<file path="src/rtl/hazard_match_tracker_if.sv">
// Hazard-tracker bundle: D-stage fields and hazard-unit feedback in, match/writeback
// controls and event counters out.
interface hazard_match_tracker_if #(
  parameter int REG_AW = 4,
  parameter int CNT_W  = 16
);
  logic              ValidD;
  logic [REG_AW-1:0] RA1D, RA2D, RA3D, RA4D, WA3D;
  logic [1:0]        RegWriteD;
  logic              MemtoRegD, PCSrcD, CondExE, StallD, FlushE;

  logic              Match_1E_M, Match_1E_W, Match_2E_M, Match_2E_W;
  logic              Match_3E_M, Match_3E_W, Match_4E_M, Match_4E_W;
  logic              Match_12D_E;
  logic [1:0]        RegWriteM, RegWriteW;
  logic              MemtoRegE, PCWrPendingF, PCSrcW;
  logic [CNT_W-1:0]  StallCnt, FlushCnt;

  modport master (
    output ValidD, RA1D, RA2D, RA3D, RA4D, WA3D, RegWriteD, MemtoRegD, PCSrcD,
           CondExE, StallD, FlushE,
    input  Match_1E_M, Match_1E_W, Match_2E_M, Match_2E_W,
           Match_3E_M, Match_3E_W, Match_4E_M, Match_4E_W,
           Match_12D_E, RegWriteM, RegWriteW, MemtoRegE, PCWrPendingF, PCSrcW,
           StallCnt, FlushCnt
  );

  modport slave (
    input  ValidD, RA1D, RA2D, RA3D, RA4D, WA3D, RegWriteD, MemtoRegD, PCSrcD,
           CondExE, StallD, FlushE,
    output Match_1E_M, Match_1E_W, Match_2E_M, Match_2E_W,
           Match_3E_M, Match_3E_W, Match_4E_M, Match_4E_W,
           Match_12D_E, RegWriteM, RegWriteW, MemtoRegE, PCWrPendingF, PCSrcW,
           StallCnt, FlushCnt
  );
endinterface

</file>
<file path="src/rtl/hazard_match_tracker.sv">
// Carries register addresses and writeback controls D->E->M->W and derives the
// hazard-unit match/pending inputs, plus saturating stall/flush event counters.

// One source operand in E compared against the M and W destinations.
module hazard_src_cmp #(
  parameter int REG_AW = 4
) (
  input  logic [REG_AW-1:0] ra_e,
  input  logic [REG_AW-1:0] wa3_m,
  input  logic [REG_AW-1:0] wa3_w,
  input  logic              v_e,
  input  logic              v_m,
  input  logic              v_w,
  output logic              hit_m,
  output logic              hit_w
);
  assign hit_m = v_e & v_m & (ra_e == wa3_m);
  assign hit_w = v_e & v_w & (ra_e == wa3_w);
endmodule

module hazard_match_tracker #(
  parameter int REG_AW = 4,
  parameter int CNT_W  = 16
) (
  input  logic              clk,
  input  logic              reset,
  hazard_match_tracker_if.slave hif
);
  localparam int STAGES = 3;
  localparam int NSRC   = 4;
  localparam int SE     = 1;
  localparam int SM     = 2;
  localparam int SW     = 3;

  logic [STAGES:1]             vld_pipe;
  logic [STAGES:1]             pcs_pipe;
  logic [STAGES:1][REG_AW-1:0] wa3_pipe;
  logic [STAGES:1][1:0]        rw_pipe;
  logic [NSRC-1:0][REG_AW-1:0] ra_d, ra_e;
  logic                        mtr_e;
  logic [NSRC-1:0]             hit_m, hit_w;
  logic [CNT_W-1:0]            stall_cnt, flush_cnt;

  assign ra_d = {hif.RA4D, hif.RA3D, hif.RA2D, hif.RA1D};

  // Flush only kills the controls; E addresses are left stale since V gates every match.
  always_ff @(posedge clk) begin
    if (reset) begin
      vld_pipe <= '0;
      pcs_pipe <= '0;
      wa3_pipe <= '0;
      rw_pipe  <= '0;
      ra_e     <= '0;
      mtr_e    <= 1'b0;
    end else begin
      if (hif.FlushE) begin
        vld_pipe[SE] <= 1'b0;
        rw_pipe[SE]  <= 2'b00;
        pcs_pipe[SE] <= 1'b0;
        mtr_e        <= 1'b0;
      end else begin
        vld_pipe[SE] <= hif.ValidD;
        ra_e         <= ra_d;
        wa3_pipe[SE] <= hif.WA3D;
        rw_pipe[SE]  <= hif.RegWriteD & {2{hif.ValidD}};
        pcs_pipe[SE] <= hif.PCSrcD & hif.ValidD;
        mtr_e        <= hif.MemtoRegD & hif.ValidD;
      end
      // Condition failure squashes the side effects but keeps the slot valid.
      vld_pipe[SM] <= vld_pipe[SE];
      wa3_pipe[SM] <= wa3_pipe[SE];
      rw_pipe[SM]  <= rw_pipe[SE] & {2{hif.CondExE}};
      pcs_pipe[SM] <= pcs_pipe[SE] & hif.CondExE;
      vld_pipe[SW] <= vld_pipe[SM];
      wa3_pipe[SW] <= wa3_pipe[SM];
      rw_pipe[SW]  <= rw_pipe[SM];
      pcs_pipe[SW] <= pcs_pipe[SM];
    end
  end

  always_ff @(posedge clk) begin
    if (reset) begin
      stall_cnt <= '0;
      flush_cnt <= '0;
    end else begin
      if (hif.StallD && (stall_cnt != '1)) stall_cnt <= stall_cnt + 1'b1;
      if (hif.FlushE && (flush_cnt != '1)) flush_cnt <= flush_cnt + 1'b1;
    end
  end

  for (genvar n = 0; n < NSRC; n++) begin : g_src
    hazard_src_cmp #(.REG_AW(REG_AW)) u_cmp (
      .ra_e  (ra_e[n]),
      .wa3_m (wa3_pipe[SM]),
      .wa3_w (wa3_pipe[SW]),
      .v_e   (vld_pipe[SE]),
      .v_m   (vld_pipe[SM]),
      .v_w   (vld_pipe[SW]),
      .hit_m (hit_m[n]),
      .hit_w (hit_w[n])
    );
  end

  assign hif.Match_1E_M = hit_m[0];
  assign hif.Match_1E_W = hit_w[0];
  assign hif.Match_2E_M = hit_m[1];
  assign hif.Match_2E_W = hit_w[1];
  assign hif.Match_3E_M = hit_m[2];
  assign hif.Match_3E_W = hit_w[2];
  assign hif.Match_4E_M = hit_m[3];
  assign hif.Match_4E_W = hit_w[3];

  assign hif.Match_12D_E  = hif.ValidD & vld_pipe[SE] & rw_pipe[SE][0] &
                            ((hif.RA1D == wa3_pipe[SE]) | (hif.RA2D == wa3_pipe[SE]));
  assign hif.PCWrPendingF = (hif.PCSrcD & hif.ValidD) | pcs_pipe[SE] | pcs_pipe[SM];
  assign hif.RegWriteM    = rw_pipe[SM];
  assign hif.RegWriteW    = rw_pipe[SW];
  assign hif.MemtoRegE    = mtr_e;
  assign hif.PCSrcW       = pcs_pipe[SW];
  assign hif.StallCnt     = stall_cnt;
  assign hif.FlushCnt     = flush_cnt;
endmodule

</file>
<file path="src/flat_wrapper.sv">
// flat-port wrapper written by rule: the top's interface ports become plain ports
module hazard_match_tracker_flat 
#(
  parameter int REG_AW = 4,
  parameter int CNT_W  = 16
)
  (clk, reset, hif_ValidD, hif_RA1D, hif_RA2D, hif_RA3D, hif_RA4D, hif_WA3D, hif_RegWriteD, hif_MemtoRegD, hif_PCSrcD, hif_CondExE, hif_StallD, hif_FlushE, hif_Match_1E_M, hif_Match_1E_W, hif_Match_2E_M, hif_Match_2E_W, hif_Match_3E_M, hif_Match_3E_W, hif_Match_4E_M, hif_Match_4E_W, hif_Match_12D_E, hif_RegWriteM, hif_RegWriteW, hif_MemtoRegE, hif_PCWrPendingF, hif_PCSrcW, hif_StallCnt, hif_FlushCnt);
  hazard_match_tracker_if #(.REG_AW(REG_AW), .CNT_W(CNT_W)) hif_i ();
  input  logic clk;
  input  logic reset;
  input wire logic [$bits(hif_i.ValidD)-1:0] hif_ValidD;
  input wire logic [$bits(hif_i.RA1D)-1:0] hif_RA1D;
  input wire logic [$bits(hif_i.RA2D)-1:0] hif_RA2D;
  input wire logic [$bits(hif_i.RA3D)-1:0] hif_RA3D;
  input wire logic [$bits(hif_i.RA4D)-1:0] hif_RA4D;
  input wire logic [$bits(hif_i.WA3D)-1:0] hif_WA3D;
  input wire logic [$bits(hif_i.RegWriteD)-1:0] hif_RegWriteD;
  input wire logic [$bits(hif_i.MemtoRegD)-1:0] hif_MemtoRegD;
  input wire logic [$bits(hif_i.PCSrcD)-1:0] hif_PCSrcD;
  input wire logic [$bits(hif_i.CondExE)-1:0] hif_CondExE;
  input wire logic [$bits(hif_i.StallD)-1:0] hif_StallD;
  input wire logic [$bits(hif_i.FlushE)-1:0] hif_FlushE;
  output wire logic [$bits(hif_i.Match_1E_M)-1:0] hif_Match_1E_M;
  output wire logic [$bits(hif_i.Match_1E_W)-1:0] hif_Match_1E_W;
  output wire logic [$bits(hif_i.Match_2E_M)-1:0] hif_Match_2E_M;
  output wire logic [$bits(hif_i.Match_2E_W)-1:0] hif_Match_2E_W;
  output wire logic [$bits(hif_i.Match_3E_M)-1:0] hif_Match_3E_M;
  output wire logic [$bits(hif_i.Match_3E_W)-1:0] hif_Match_3E_W;
  output wire logic [$bits(hif_i.Match_4E_M)-1:0] hif_Match_4E_M;
  output wire logic [$bits(hif_i.Match_4E_W)-1:0] hif_Match_4E_W;
  output wire logic [$bits(hif_i.Match_12D_E)-1:0] hif_Match_12D_E;
  output wire logic [$bits(hif_i.RegWriteM)-1:0] hif_RegWriteM;
  output wire logic [$bits(hif_i.RegWriteW)-1:0] hif_RegWriteW;
  output wire logic [$bits(hif_i.MemtoRegE)-1:0] hif_MemtoRegE;
  output wire logic [$bits(hif_i.PCWrPendingF)-1:0] hif_PCWrPendingF;
  output wire logic [$bits(hif_i.PCSrcW)-1:0] hif_PCSrcW;
  output wire logic [$bits(hif_i.StallCnt)-1:0] hif_StallCnt;
  output wire logic [$bits(hif_i.FlushCnt)-1:0] hif_FlushCnt;
  assign hif_i.ValidD = hif_ValidD;
  assign hif_i.RA1D = hif_RA1D;
  assign hif_i.RA2D = hif_RA2D;
  assign hif_i.RA3D = hif_RA3D;
  assign hif_i.RA4D = hif_RA4D;
  assign hif_i.WA3D = hif_WA3D;
  assign hif_i.RegWriteD = hif_RegWriteD;
  assign hif_i.MemtoRegD = hif_MemtoRegD;
  assign hif_i.PCSrcD = hif_PCSrcD;
  assign hif_i.CondExE = hif_CondExE;
  assign hif_i.StallD = hif_StallD;
  assign hif_i.FlushE = hif_FlushE;
  assign hif_Match_1E_M = hif_i.Match_1E_M;
  assign hif_Match_1E_W = hif_i.Match_1E_W;
  assign hif_Match_2E_M = hif_i.Match_2E_M;
  assign hif_Match_2E_W = hif_i.Match_2E_W;
  assign hif_Match_3E_M = hif_i.Match_3E_M;
  assign hif_Match_3E_W = hif_i.Match_3E_W;
  assign hif_Match_4E_M = hif_i.Match_4E_M;
  assign hif_Match_4E_W = hif_i.Match_4E_W;
  assign hif_Match_12D_E = hif_i.Match_12D_E;
  assign hif_RegWriteM = hif_i.RegWriteM;
  assign hif_RegWriteW = hif_i.RegWriteW;
  assign hif_MemtoRegE = hif_i.MemtoRegE;
  assign hif_PCWrPendingF = hif_i.PCWrPendingF;
  assign hif_PCSrcW = hif_i.PCSrcW;
  assign hif_StallCnt = hif_i.StallCnt;
  assign hif_FlushCnt = hif_i.FlushCnt;
  hazard_match_tracker #(.REG_AW(REG_AW), .CNT_W(CNT_W)) u_core (.clk(clk), .reset(reset), .hif(hif_i));
endmodule
</file>
<file path="config.mk">
export PLATFORM = sky130hd
export DESIGN_NAME = hazard_match_tracker_flat
export DESIGN_NICKNAME = d
export VERILOG_FILES = /design/src/rtl/hazard_match_tracker_if.sv /design/src/rtl/hazard_match_tracker.sv /design/src/flat_wrapper.sv
export SDC_FILE = /design/constraint.sdc
export NUM_CORES = 1
export LEC_CHECK = 0
export CAP_MARGIN = 30
export CORE_MARGIN = 2
export CORE_UTILIZATION = 30
export CTS_CLUSTER_SIZE = 40
export DETAILED_ROUTE_END_ITERATION = 7
export DONT_BUFFER_PORTS = 1
export HOLD_SLACK_MARGIN = 0.08
export MAX_ROUTING_LAYER = met4
export PLACE_DENSITY_LB_ADDON = 0.08
export SLEW_MARGIN = 20
export SYNTH_ARGS = -nofsm -noshare
export SYNTH_HDL_FRONTEND = slang
export SYNTH_SLANG_ARGS = --single-unit
export TNS_END_PERCENT = 10
</file>
<file path="constraint.sdc">
create_clock -name clk -period 2.1 [get_ports clk]
set_clock_uncertainty 0.05 [all_clocks]
set_input_delay 0.63 -clock clk [delete_from_list [all_inputs] [get_ports clk]]
set_output_delay 0.63 -clock clk [all_outputs]
set_load 0.01 [all_outputs]
</file>
==> run summary <==
Status: finished clean
Top post-synthesis cells by count: dfxtp_1, nor2_1, xnor2_1, mux2i_1, a21oi_1
Crit path max fanout: 5
Tmin final: 2.00 ns
Final hold violation count: 0
Dpl ws: 0.212 ns
Clock root buffer: clkbuf_16
Post CTS Setup Buffer Count: 0
Startpoint types: flip-flop
Post-synthesis mux area share: 0.0771
Pre-Repair DR Iteration Count: 4
Vias in the first global route: 2731
Tot Pwr: 3.34 mW
Crit share post-route: 0.950
Actual transition at the worst max-transition pin: 0.536 ns
Synth Area in Compound Gates: 0.0949
CP required: 1.42 ns
Starting density of the core: 0.304
Total gr overflow: 0
Initial DRC count: 98
CP max stage delay: 0.45 ns
Kind of critical path: flip-flop to output port
Worst path cell trace: xnor2_1 -> nand3_1 -> nor3_2
Critical Path Sink Type: output port
YS warnings: 0
Antenna cell count: 0
Routed Wire Length: 8400 µm
Die Span Y: 111 µm
Fin util: 0.360
P per Cell Area: 820 nW/µm²
Cell Area, Synth: 3440 µm²
Nets: 422
Worst Path Buf+Inv: 0
Synth unique cells: 44
Leakage power: 1.45 nW
Most area-consuming cells after synthesis: dfxtp_1, xnor2_1, mux2i_1
Worst slew margin: 0.642
XOR/XNOR share of the synthesized area: 0.104
Avg Inst Size Synth: 9.06 µm²
Hold slack: 0.314 ns
Post-synth top area cell: dfxtp_1
Most common cell in the netlist: dfxtp_1
Syn-to-layout area delta: 18.2%
Clock sinks: 73
Largest net degree at the start of global routing: 73
Hold Buf Count CTS: 0
Adder-cell share of the synthesized area: 0.00727
RSZ-0062 raised after global routing: false
Top_reg_cell synth: dfxtp_1
# rows: 39
I/O pin cnt: 78
Syn_nets: 412
Finish-stage setup viols: 0
Initial antenna violation count: 0
CTS Buf Count: 9
Combinational family with the most area after synthesis: simple AND/OR/NAND/NOR gates
Clock Path Buffers: 2
Post-Syn Instances: 380
Area share of the largest cell type after synthesis: 0.425
H-tree depth: 3
Die area: 12300 µm²
Hold crit path type: input pin to flip-flop
CTS tree: yes
Clk_lat worst skew: 0.33 ns
Ys async rst share: 0
Max-slew violations: 0
CORE AREA: 11300 µm²
Detailed-route DRC error count: 0
Die width: 111 µm
CP max-delay cell: dfxtp_1
Flops & latches, synth: 73
First-pass GRT wire length: 14000 µm
Worst EP arrival: 1.32 ns
Max-Cap Viols: 0
Post-synthesis simple-gate area fraction: 0.252
Max Freq: 0.501 GHz
Post-synth EDFFs: 0
WL per Instance: 15.6 µm
Setup TNS: 0 ns
Worst-path clk slew: 0.06 ns
Post-cts gate resize count: 4
Antenna-violating nets left: 0
Vias: 2761
Fraction of layout cells with a size suffix above 1: 0.152
Post-DP HPWL: 5970 µm
Peak VDD IR: 0.324 mV
Port bufs: 0
Fin worst setup slack: 0.104 ns
Post-DR vias/cell: 5.13
Final Wtd Congestion: 0.750
Crit-path leading delay family: flip-flops
Sequential fraction of the synthesis area: 0.425
Global-route usage over all layers: 0.146
-- registers in the layout, indices dropped and copies added, names as in the netlist --
name / count
u_core.pcs_pipe: 3
u_core.hif.FlushCnt: 16
u_core.rw_pipe: 2
u_core.hif.StallCnt: 16
u_core.hif.RegWriteM: 2
u_core.ra_e: 16
u_core.vld_pipe: 3
u_core.hif.RegWriteW: 2
u_core.hif.MemtoRegE: 1
u_core.wa3_pipe: 12
-- worst paths after layout --
path                                        startpoint                       to  slack, ns  cells past startpoint
worst max-delay path                u_core.wa3_pipe[5]           hif_Match_2E_M       0.10                      3
worst min register to register       u_core.rw_pipe[1]  u_core.hif.RegWriteM[1]       0.39                      1
worst min-delay path                             reset  u_core.hif.RegWriteW[0]       0.31                      1
worst max register to register  u_core.hif.StallCnt[3]  u_core.hif.StallCnt[13]       0.18                      4
-- cell type report --
| type | instances | area [µm²] |
|---|---|---|
| Fill cell | 1205 | 7250 |
| Multi-Input combinational cell | 278 | 1890 |
| Sequential cell | 73 | 1460 |
| Clock buffer | 12 | 256 |
| Timing Repair Buffer | 27 | 203 |
| Tap cell | 143 | 179 |
| Clock inverter | 4 | 75.1 |
| Inverter | 1 | 3.75 |
-- per-stage QoR --
| stage | std cells | cell area [µm²] |
|---|---|---|
| floorplan | 380 | 3440 |
| global placement | 522 | 3690 |
| detailed placement | 522 | 3690 |
| CTS | 538 | 4040 |
| global route | 538 | 4070 |
| finish | 538 | 4070 |
-- where the power goes --
part,internal [mW],switching (mW),total [mW]
registers,1.43,0.0453,1.47
logic,0.105,0.0778,0.182
clock network,1.10,0.578,1.68
-- cells in the final DEF, fill, tap and decap left out, drive strengths merged, types with 15 or more instances in the layout --
cell type and n:
a21oi 21, mux2i 22, buf 27, xnor2 32, nor2 36, nand4 16, nand2 15, nand3 19
dfxtp 73, nor2b 19
-- logic make-up (layout without fill, tap and decap cells) --
| kind of cell | count (synthesis) | in the layout |
|---|---|---|
| xor gates and xnor gates | 41 | 41 |
| and+or+nand+nor | 158 | 158 |
| buffers and inverters | 29 | 44 |
| adders and majority gates | 2 | 2 |
| muxes | 26 | 26 |
| AOI/OAI and AO/OA | 51 | 51 |
| DFF | 73 | 73 |
-- routing by layer --
| layer | vias up | track usage | share of wire |
|---|---|---|---|
| met4 | 0 | 0.0642 | 0.019 |
| met5 | - | - | 0 |
| met1 | 1300 | 0.180 | 0.46 |
| li1 | 1378 | - | - |
| met2 | 72 | 0.221 | 0.46 |
| met3 | 11 | 0.0448 | 0.063 |
Note: power is estimated with default switching activity, not from simulation.
